[config.mk]
export PLATFORM = sky130hd
export DESIGN_NAME = pipe_prefetch
export DESIGN_NICKNAME = d
export VERILOG_FILES = /design/src/rtl/zip_pf_pkg.sv /design/src/rtl/pf_fifo.sv /design/src/rtl/pipe_prefetch.sv
export SDC_FILE = /design/constraint.sdc
export NUM_CORES = 1
export LEC_CHECK = 0
export BUFFER_PORTS_ARGS = -buffer_cell sky130_fd_sc_hd__clkbuf_2
export CORE_MARGIN = 3
export CORE_UTILIZATION = 57
export CTS_CLUSTER_SIZE = 25
export DETAILED_ROUTE_END_ITERATION = 6
export GPL_ROUTABILITY_DRIVEN = 0
export PLACE_DENSITY = 0.77
export SLEW_MARGIN = 10
export SYNTH_ARGS = -nofsm -noshare
export SYNTH_HDL_FRONTEND = slang
export SYNTH_SLANG_ARGS = --single-unit
export TNS_END_PERCENT = 100
[constraint.sdc]
create_clock -name i_clk -period 5.1 [get_ports i_clk]
set_input_delay 1.02 -clock i_clk [delete_from_list [all_inputs] [get_ports i_clk]]
set_output_delay 1.02 -clock i_clk [all_outputs]
set_load 0.02 [all_outputs]
[src/rtl/zip_pf_pkg.sv]
`default_nettype none
// ============================================================================
// Module   : zip_pf_pkg
// Brief    : Prefetch FSM state encoding and fixed Wishbone read-master values.
// Revision : 1.0
// ============================================================================
package zip_pf_pkg;

   typedef enum logic [1:0] {
      PF_IDLE = 2'd0,
      PF_BUS  = 2'd1,
      PF_HALT = 2'd2
   } pf_state_t;

   localparam logic        c_wb_we   = 1'b0;
   localparam logic [31:0] c_wb_data = 32'h0000_0000;

endpackage
`default_nettype wire

[src/rtl/pf_fifo.sv]
`default_nettype none
// ============================================================================
// Module   : pf_fifo
// Brief    : Instruction buffer, 2^LGFIFO x WIDTH, show-ahead head, sync flush.
// Revision : 1.0
// ============================================================================
module pf_fifo #(
   parameter int LGFIFO = 3,
   parameter int WIDTH  = 32
) (
   input  logic              clk_i,
   input  logic              rst_i,
   input  logic              flush_i,
   input  logic              push_i,
   input  logic [WIDTH-1:0]  data_i,
   input  logic              pop_i,
   output logic [WIDTH-1:0]  data_o,
   output logic              empty_o,
   output logic [LGFIFO:0]   fill_o
);
   localparam int DEPTH = 1 << LGFIFO;

   logic [WIDTH-1:0] mem_q [DEPTH];
   logic [LGFIFO:0]  wr_q;
   logic [LGFIFO:0]  rd_q;

   // Pointers carry one extra bit so full and empty are distinguishable.
   always_ff @(posedge clk_i) begin
      if (rst_i || flush_i) begin
         wr_q <= '0;
         rd_q <= '0;
      end else begin
         if (push_i) wr_q <= wr_q + 1'b1;
         if (pop_i)  rd_q <= rd_q + 1'b1;
      end
   end

   always_ff @(posedge clk_i) begin
      if (push_i) mem_q[wr_q[LGFIFO-1:0]] <= data_i;
   end

   assign data_o  = mem_q[rd_q[LGFIFO-1:0]];
   assign fill_o  = wr_q - rd_q;
   assign empty_o = (wr_q == rd_q);

endmodule
`default_nettype wire

[src/rtl/pipe_prefetch.sv]
`default_nettype none
// ============================================================================
// Module   : pipe_prefetch
// Brief    : Pipelined Wishbone instruction prefetch with credit-limited issue.
//            Define PIPE_PREFETCH_BUSERR_EN to halt on bus error with a marker.
// Revision : 1.0
// ============================================================================
module pipe_prefetch
   import zip_pf_pkg::*;
#(
   parameter int ADDRESS_WIDTH = 30,
   parameter int LGFIFO        = 3
) (
   input  logic                     i_clk,
   input  logic                     i_rst,
   input  logic                     i_new_pc,
   input  logic                     i_clear_cache,
   input  logic                     i_stalled_n,
   input  logic [ADDRESS_WIDTH-1:0] i_pc,
   output logic [31:0]              o_i,
   output logic [ADDRESS_WIDTH-1:0] o_pc,
   output logic                     o_valid,
   output logic                     o_illegal,
   output logic                     o_wb_cyc,
   output logic                     o_wb_stb,
   output logic                     o_wb_we,
   output logic [ADDRESS_WIDTH-1:0] o_wb_addr,
   output logic [31:0]              o_wb_data,
   input  logic                     i_wb_ack,
   input  logic                     i_wb_stall,
   input  logic                     i_wb_err,
   input  logic [31:0]              i_wb_data
);
   localparam int AW = ADDRESS_WIDTH;
   localparam int OW = LGFIFO + 1;
   localparam int CW = LGFIFO + 2;
   localparam logic [CW-1:0] c_depth = CW'(1 << LGFIFO);

   pf_state_t     state_q, state_d;
   logic          cyc_q, cyc_d;
   logic          stb_q, stb_d;
   logic          started_q, started_d;
   logic [AW-1:0] addr_q, addr_d;
   logic [AW-1:0] pc_q, pc_d;
   logic [OW-1:0] outst_q, outst_d;

   logic          w_redirect, w_issue, w_ack, w_err, w_pop, w_empty, w_room;
   logic [OW-1:0] w_fill, w_outst_nx;
   logic [CW-1:0] w_fill_nx;
   logic [31:0]   w_head;

   assign w_redirect = i_new_pc | i_clear_cache;
   assign w_issue    = stb_q & ~i_wb_stall;
   assign w_err      = cyc_q & i_wb_err & ~w_redirect;
   assign w_ack      = cyc_q & i_wb_ack & ~i_wb_err & ~w_redirect;
   assign w_pop      = ~w_empty & i_stalled_n;
   assign w_outst_nx = outst_q + OW'(w_issue) - OW'(w_ack);
   assign w_fill_nx  = CW'(w_fill) + CW'(w_ack) - CW'(w_pop);
   // Room for one more request once this cycle's issue/ack/pop have landed.
   assign w_room     = (w_fill_nx + CW'(w_outst_nx)) < c_depth;

   pf_fifo #(
      .LGFIFO (LGFIFO),
      .WIDTH  (32)
   ) u_fifo (
      .clk_i   (i_clk),
      .rst_i   (i_rst),
      .flush_i (w_redirect),
      .push_i  (w_ack),
      .data_i  (i_wb_data),
      .pop_i   (w_pop),
      .data_o  (w_head),
      .empty_o (w_empty),
      .fill_o  (w_fill)
   );

   always_comb begin
      state_d   = state_q;
      cyc_d     = cyc_q;
      stb_d     = stb_q;
      started_d = started_q;
      outst_d   = w_outst_nx;
      addr_d    = addr_q + AW'(w_issue);
      pc_d      = pc_q + AW'(w_pop);

      case (state_q)
         PF_IDLE: begin
            if (started_q && w_room) begin
               state_d = PF_BUS;
               cyc_d   = 1'b1;
               stb_d   = 1'b1;
            end
         end
         PF_BUS: begin
            if (w_err) begin
               cyc_d   = 1'b0;
               stb_d   = 1'b0;
               outst_d = '0;
`ifdef PIPE_PREFETCH_BUSERR_EN
               state_d = PF_HALT;
`else
               // Oldest unanswered request is the one that faulted.
               state_d = PF_IDLE;
               addr_d  = addr_q - AW'(outst_q);
`endif
            end else begin
               stb_d = w_room;
               if (!w_room && (w_outst_nx == '0)) begin
                  state_d = PF_IDLE;
                  cyc_d   = 1'b0;
               end
            end
         end
         PF_HALT: begin
            cyc_d = 1'b0;
            stb_d = 1'b0;
         end
         default: begin
            state_d = PF_IDLE;
            cyc_d   = 1'b0;
            stb_d   = 1'b0;
         end
      endcase

      // An active cycle must be dropped for a cycle before refetching.
      if (w_redirect) begin
         state_d   = cyc_q ? PF_IDLE : PF_BUS;
         cyc_d     = ~cyc_q;
         stb_d     = ~cyc_q;
         outst_d   = '0;
         started_d = 1'b1;
         addr_d    = i_pc;
         pc_d      = i_pc;
      end
   end

   always_ff @(posedge i_clk) begin
      if (i_rst) begin
         state_q   <= PF_IDLE;
         cyc_q     <= 1'b0;
         stb_q     <= 1'b0;
         outst_q   <= '0;
         started_q <= 1'b0;
      end else begin
         state_q   <= state_d;
         cyc_q     <= cyc_d;
         stb_q     <= stb_d;
         outst_q   <= outst_d;
         started_q <= started_d;
      end
   end

   always_ff @(posedge i_clk) begin
      addr_q <= addr_d;
      pc_q   <= pc_d;
   end

`ifdef PIPE_PREFETCH_BUSERR_EN
   logic err_q, err_d;

   always_comb begin
      err_d = err_q;
      if ((state_q == PF_BUS) && w_err) err_d = 1'b1;
      if (w_redirect)                    err_d = 1'b0;
   end

   always_ff @(posedge i_clk) begin
      if (i_rst) err_q <= 1'b0;
      else       err_q <= err_d;
   end

   // The marker sits behind every word buffered before the fault.
   assign o_illegal = err_q & w_empty;
`else
   assign o_illegal = 1'b0;
`endif

   assign o_i       = w_head;
   assign o_pc      = pc_q;
   assign o_valid   = ~w_empty;
   assign o_wb_cyc  = cyc_q;
   assign o_wb_stb  = stb_q;
   assign o_wb_we   = c_wb_we;
   assign o_wb_addr = addr_q;
   assign o_wb_data = c_wb_data;

endmodule
`default_nettype wire

# After elaboration in Yosys (flattened, before gate mapping)
# Memory sizes are Yosys's and may differ from the RTL's. A register that Yosys moved wholly into a read port is not among the register bits.
# Index checks and enable logic that the tools add are counted.
# totals
reg_bits,77
mem_bits_rw,256
elab_cells,74
mem_count,1
# memory_table
memory,depth,word_bits,rd,rd_ports_with_merged_regs,write_ports,line,rtl
u_fifo.mem_q,8,32,1,1,1,pf_fifo.sv:23,logic [WIDTH-1:0] mem_q [DEPTH];
# classes
add_sub_neg,11
magnitude_cmp,1
n_eq_ne,6
n_mux,24
bitwise,13
reduce_logical,9
# op_table
operator,count
$mux 30,4
$add 30x1->30,2
$sub 30x4->30,1
$mux 1,9
$add 4x1->4 const B,2
$mux 2,4
$mux 4,2
$and 1x1->1,7
$mux 3,2
$pmux 2 s3,1
$add 4x1->5,1
$add 5x4->5,1
$lt 5x4->1 const B,1
$not 1->1,5
$sub 5x1->5,1
$add 4x1->4,1
$eq 4x4->1,1
$logic_not 4->1,1
$ne 4x3->1 const B,1
$pmux 1 s2,2
$sub 4x1->4,1
$sub 4x4->4,1
$ne 3x2->1 const B,1
$reduce_and 3->1,1
10 further kinds,11

# Depth between registers and ports, before layout
# depth
word_depth,13
depth_mapped,17
ltp_nobuf,16

# Hierarchy
# Synthesis repeated with hierarchy kept, for this count alone.
# unflattened
hier_cells,1029
area_unflattened_um2,14959.3
# modules_own_cells
mod,instances,cells_each,area_per_inst_um2,seq_area_each_um2
pf_fifo,1,436,10322.4,7907.6
pipe_prefetch,1,593,4636.9,1341.3

# Least setup slack after synthesis
# No wires, ideal clock.
# synth_path
path_kind,input-to-reg
start,input port i_wb_err
end,memory u_fifo.mem_q[0][0] (enable)
arrival_ns,4.149
required_time_ns,4.639
slack_ns,0.489
cell_stages,4
path_cell_list,or3_1 nor2_1 nand2_1 nor3_1
# synth_via
elab_chain_len,5
# synth_lines
element,line,rtl
start: declaration,pipe_prefetch.sv:31,"input logic i_wb_err,"
$not 1->1,pipe_prefetch.sv:55,assign w_ack = cyc_q & i_wb_ack & ~i_wb_err & ~w_redirect;
$and 1x1->1 (2 in a row),pipe_prefetch.sv:55,
via u_fifo.push_i,pf_fifo.sv:14,"input logic push_i,"
$mux 1,pf_fifo.sv:39,if (push_i) mem_q[wr_q[LGFIFO-1:0]] <= data_i;
$mux 1 (not written as such),pf_fifo.sv:39,
end: declaration,pf_fifo.sv:23,
# The timed path passes the listed nets, and every way through them passes these cells.

# Worst setup path in the final report
# layout_path
start,input port i_clear_cache
end,"register cyc_q, in the netlist o_wb_cyc"
# layout_via
elab_chain_len,11
word_cells_on_any_way,19
# layout_lines
element,line,rtl
start: declaration,pipe_prefetch.sv:17,"input logic i_clear_cache,"
$or 1x1->1 (*),pipe_prefetch.sv:52,assign w_redirect = i_new_pc | i_clear_cache;
$not 1->1 (*),pipe_prefetch.sv:55,
$and 1x1->1 (*),pipe_prefetch.sv:55,
via u_fifo.push_i,pf_fifo.sv:14,
$add 4x1->5,pipe_prefetch.sv:58,assign w_fill_nx = CW'(w_fill) + CW'(w_ack) - CW'(w_pop);
$sub 5x1->5,pipe_prefetch.sv:58,
$add 5x4->5,pipe_prefetch.sv:60,assign w_room = (w_fill_nx + CW'(w_outst_nx)) < c_depth;
$lt 5x4->1,pipe_prefetch.sv:60,
$logic_not 1->1,pipe_prefetch.sv:108,if (!w_room && (w_outst_nx == '0)) begin
$logic_and 1x1->1,pipe_prefetch.sv:108,
$ne 4x3->1 (no line),n/a,
$reduce_and 2->1 (no line) (*),n/a,
end signal: assignment,pipe_prefetch.sv:146,cyc_q <= cyc_d;
end: declaration,pipe_prefetch.sv:40,"logic cyc_q, cyc_d;"
# Mark *: on every way through the listed nets, which the timed path passes. The rest lies on a longest branch.
# A chain may end at the register's enable or synchronous reset.

==> results.cfg <==
[cells_and_area]
final_cells = 1486
nNetsFinal = 1236
layout_common_cells = edfxtp_1 (256), clkbuf_2 (164), dfxtp_1 (75), nand2_1 (72), mux4_2 (64)
area_growth_pct = 15.1
post_route_cells_drive_above_1_share = 0.299
layout_commonest_cell = edfxtp_1

[cts]
cts_max_level = 2
cts_made_buffers = 34
cts_tree = yes
hold_buffers = 0
clkSinkCount = 334
root_buffer = clkbuf_16
clock_latency_ns = 0.52
cts_setup_buffers = 0
cts_resized = 0
clk_pin_slew_ns = 0.06
max-clock-path-buffers = 3

[placed_design]
dp_cells = 1426
dpl.hpwl_mm = 19.9
port_buffers = 164

[min_path]
hp-class = reg -> reg

[floorplan]
dieArea_um2 = 27100
io_pins = 199
core_area_um2 = 24500
rows = 57
die_h_um = 165
die_w_um = 165
initial_core_util = 0.585

[synth]
syn-cell-area_um2 = 14400
ys_ff_latch = 334
synth-compound-area-share = 0.0456
synth_edf_count = 256
synth_top_family_by_area = multiplexers
ys.warnings.count = 0
synthMuxAreaShare = 0.127
synthFlopType = edfxtp_1
synthCells = 964
synth_simple_gate_area_frac = 0.0817
ys_seq_area_frac = 0.644
synthArstFlopShare = 0
synth_fa_ha_area_frac = 0.0260
synth-xor-area-share = 0.0397
avgSynthCellArea_um2 = 14.9
ys_types = 60

[route]
routed_wl_mm = 31.4
drc_errors = 0
wire_per_inst_um = 21.1
vias = 8598
detail-route-antenna-nets = 0
drtPass1Iterations = 5
drt-vias-per-instance = 5.79
drtIter0Drc = 765

[sta]
relSlewSlack = 0.323
rsz0062_at_grt = false
fmax_mhz = 264
min_period_over_period = 0.742
finalWorstPathRequiredPeriod_ns = 3.78
setup_viol = 0
clock_skew_ns = 0.0148
tns_ns = 0
finalHoldViolations = 0
tightest_slew_ns = 1.02
slew_violations = 0

[global_route]
antenna_found_initial = 3
grt_start_max_net_pins = 55
grt_use_total = 0.234
overflow = 0
grt_pass1_wl_mm = 48.3
grt_pass1_vias = 8676

[critical_path]
startpoint_type = input port
cp-end-kind = register
worstSetupPathType = in -> reg
cp.arrival_ns = 4.25
worstPathRequired_ns = 5.57
path_max_fanout = 7

[power_and_ir_drop]
power.leakage_uw = 0.00579
p_per_area_nw_per_um2 = 345
peakVddDrop_mv = 0.248

[run_status]
outcome = finished clean

[run]
maxCapViolCount = 0
==> Yosys cell counts (3+ instances only) <==
library cell | count | share of area
nor4_1 | 6 | 0.0026
a31oi_1 | 4 | 0.0017
nor2_1 | 47 | 0.012
nand2_1 | 72 | 0.019
o22ai_1 | 6 | 0.0026
mux2_2 | 32 | 0.025
buf_4 | 34 | 0.018
and2_1 | 4 | 0.0017
a22oi_1 | 3 | 0.0016
and4_1 | 5 | 0.0031
nand3_1 | 27 | 0.0094
o21ai_0 | 55 | 0.019
a21oi_1 | 10 | 0.0035
dfxtp_1 | 78 | 0.11
mux4_2 | 64 | 0.10
nand4_1 | 18 | 0.0078
fa_1 | 3 | 0.0042
ha_1 | 25 | 0.022
o31ai_1 | 4 | 0.0021
and3_1 | 10 | 0.0044
nor3_1 | 17 | 0.0059
o21ai_1 | 3 | 0.0010
or3_1 | 5 | 0.0022
nand2b_1 | 3 | 0.0013
xnor2_1 | 32 | 0.020
a21o_1 | 5 | 0.0026
clkbuf_1 | 27 | 0.0071
o211ai_1 | 3 | 0.0016
buf_2 | 10 | 0.0035
xor2_1 | 33 | 0.020
edfxtp_1 | 256 | 0.54
nor4_2 | 3 | 0.0026
inv_1 | 25 | 0.0065
==> sequential cells by signal, summed over array words and instances, names as in the netlist, named ones only <==
signal	flops
o_wb_stb	1
o_wb_cyc	1
u_fifo.wr_q	4
o_wb_addr	30
u_fifo.mem_q	256
u_fifo.rd_q	4
o_pc	30
started_q	1
outst_q	4
==> final cells by class <==
class	instances	area, um2
sequential	334	9260
multi-input combinational	564	4770
antenna	1	2.50
clock buffer	41	908
inverter	25	93.8
tap	324	405
fill	1716	8020
clock inverter	18	133
timing repair buffer	179	946
==> power by group <==
part / switching (uW) / total (uW) / internal, uW
sequential: 73.6 / 3050 / 2970
combinational: 230 / 348 / 118
clock: 1020 / 2300 / 1280
total: 1320 / 5700 / 4380
==> through the flow <==
step / worst slack [ns] / area [um2] / util / hold slack (ns) / total power (uW)
floorplan: 0.489 / 14500 / - / 0.465 / 3320
global placement: 0.883 / 15500 / 0.631 / 0.487 / 3440
detailed placement: 0.788 / 15500 / 0.631 / 0.496 / 3450
CTS: 1.27 / 16500 / 0.673 / 0.507 / 5740
global route: 1.08 / 16500 / 0.673 / 0.543 / 5880
finish: 1.32 / 16500 / 0.673 / 0.506 / 5700
==> critical path: stages <==
cell and delay, ns:
clkbuf_2 0.12, or3_1 0.38, nor2_1 0.11, buf_4 0.16, ha_1 0.14, inv_1 0.04
ha_1 0.20, fa_1 0.50, inv_1 0.06, ha_1 0.27, inv_1 0.04, ha_1 0.27
a21o_1 0.16, a2111oi_0 0.41, a31oi_1 0.11, o21ai_0 0.10, o311a_1 0.17
==> worst paths after layout <==
| kind | start | to | slack (ns) | depth (start not counted) |
|---|---|---|---|---|
| worst max-delay path | i_clear_cache | o_wb_cyc | 1.32 | 17 |
| worst min-delay path | started_q | started_q | 0.51 | 2 |
| worst max register to register | o_wb_cyc | o_wb_cyc | 1.74 | 16 |
| worst min register to register | started_q | started_q | 0.51 | 2 |
==> metal layers <==
metal  GRT usage  vias to the layer above  part of all wire
met5           0                        -           0.00083
met4      0.0709                        4             0.027
met3      0.0549                       58             0.073
met2       0.385                      296              0.50
met1       0.313                     4271              0.40
li1            -                     3969                 -
==> kinds of logic after synthesis <==
group,count (synthesis)
buffers and inverters,99
adders and majority gates,28
DFF,334
xor gates and xnor gates,65
other,1
muxes,98
AOI/OAI and AO/OA,108
and+or+nand+nor,231
No activity file was read; power rests on OpenSTA's default activity.
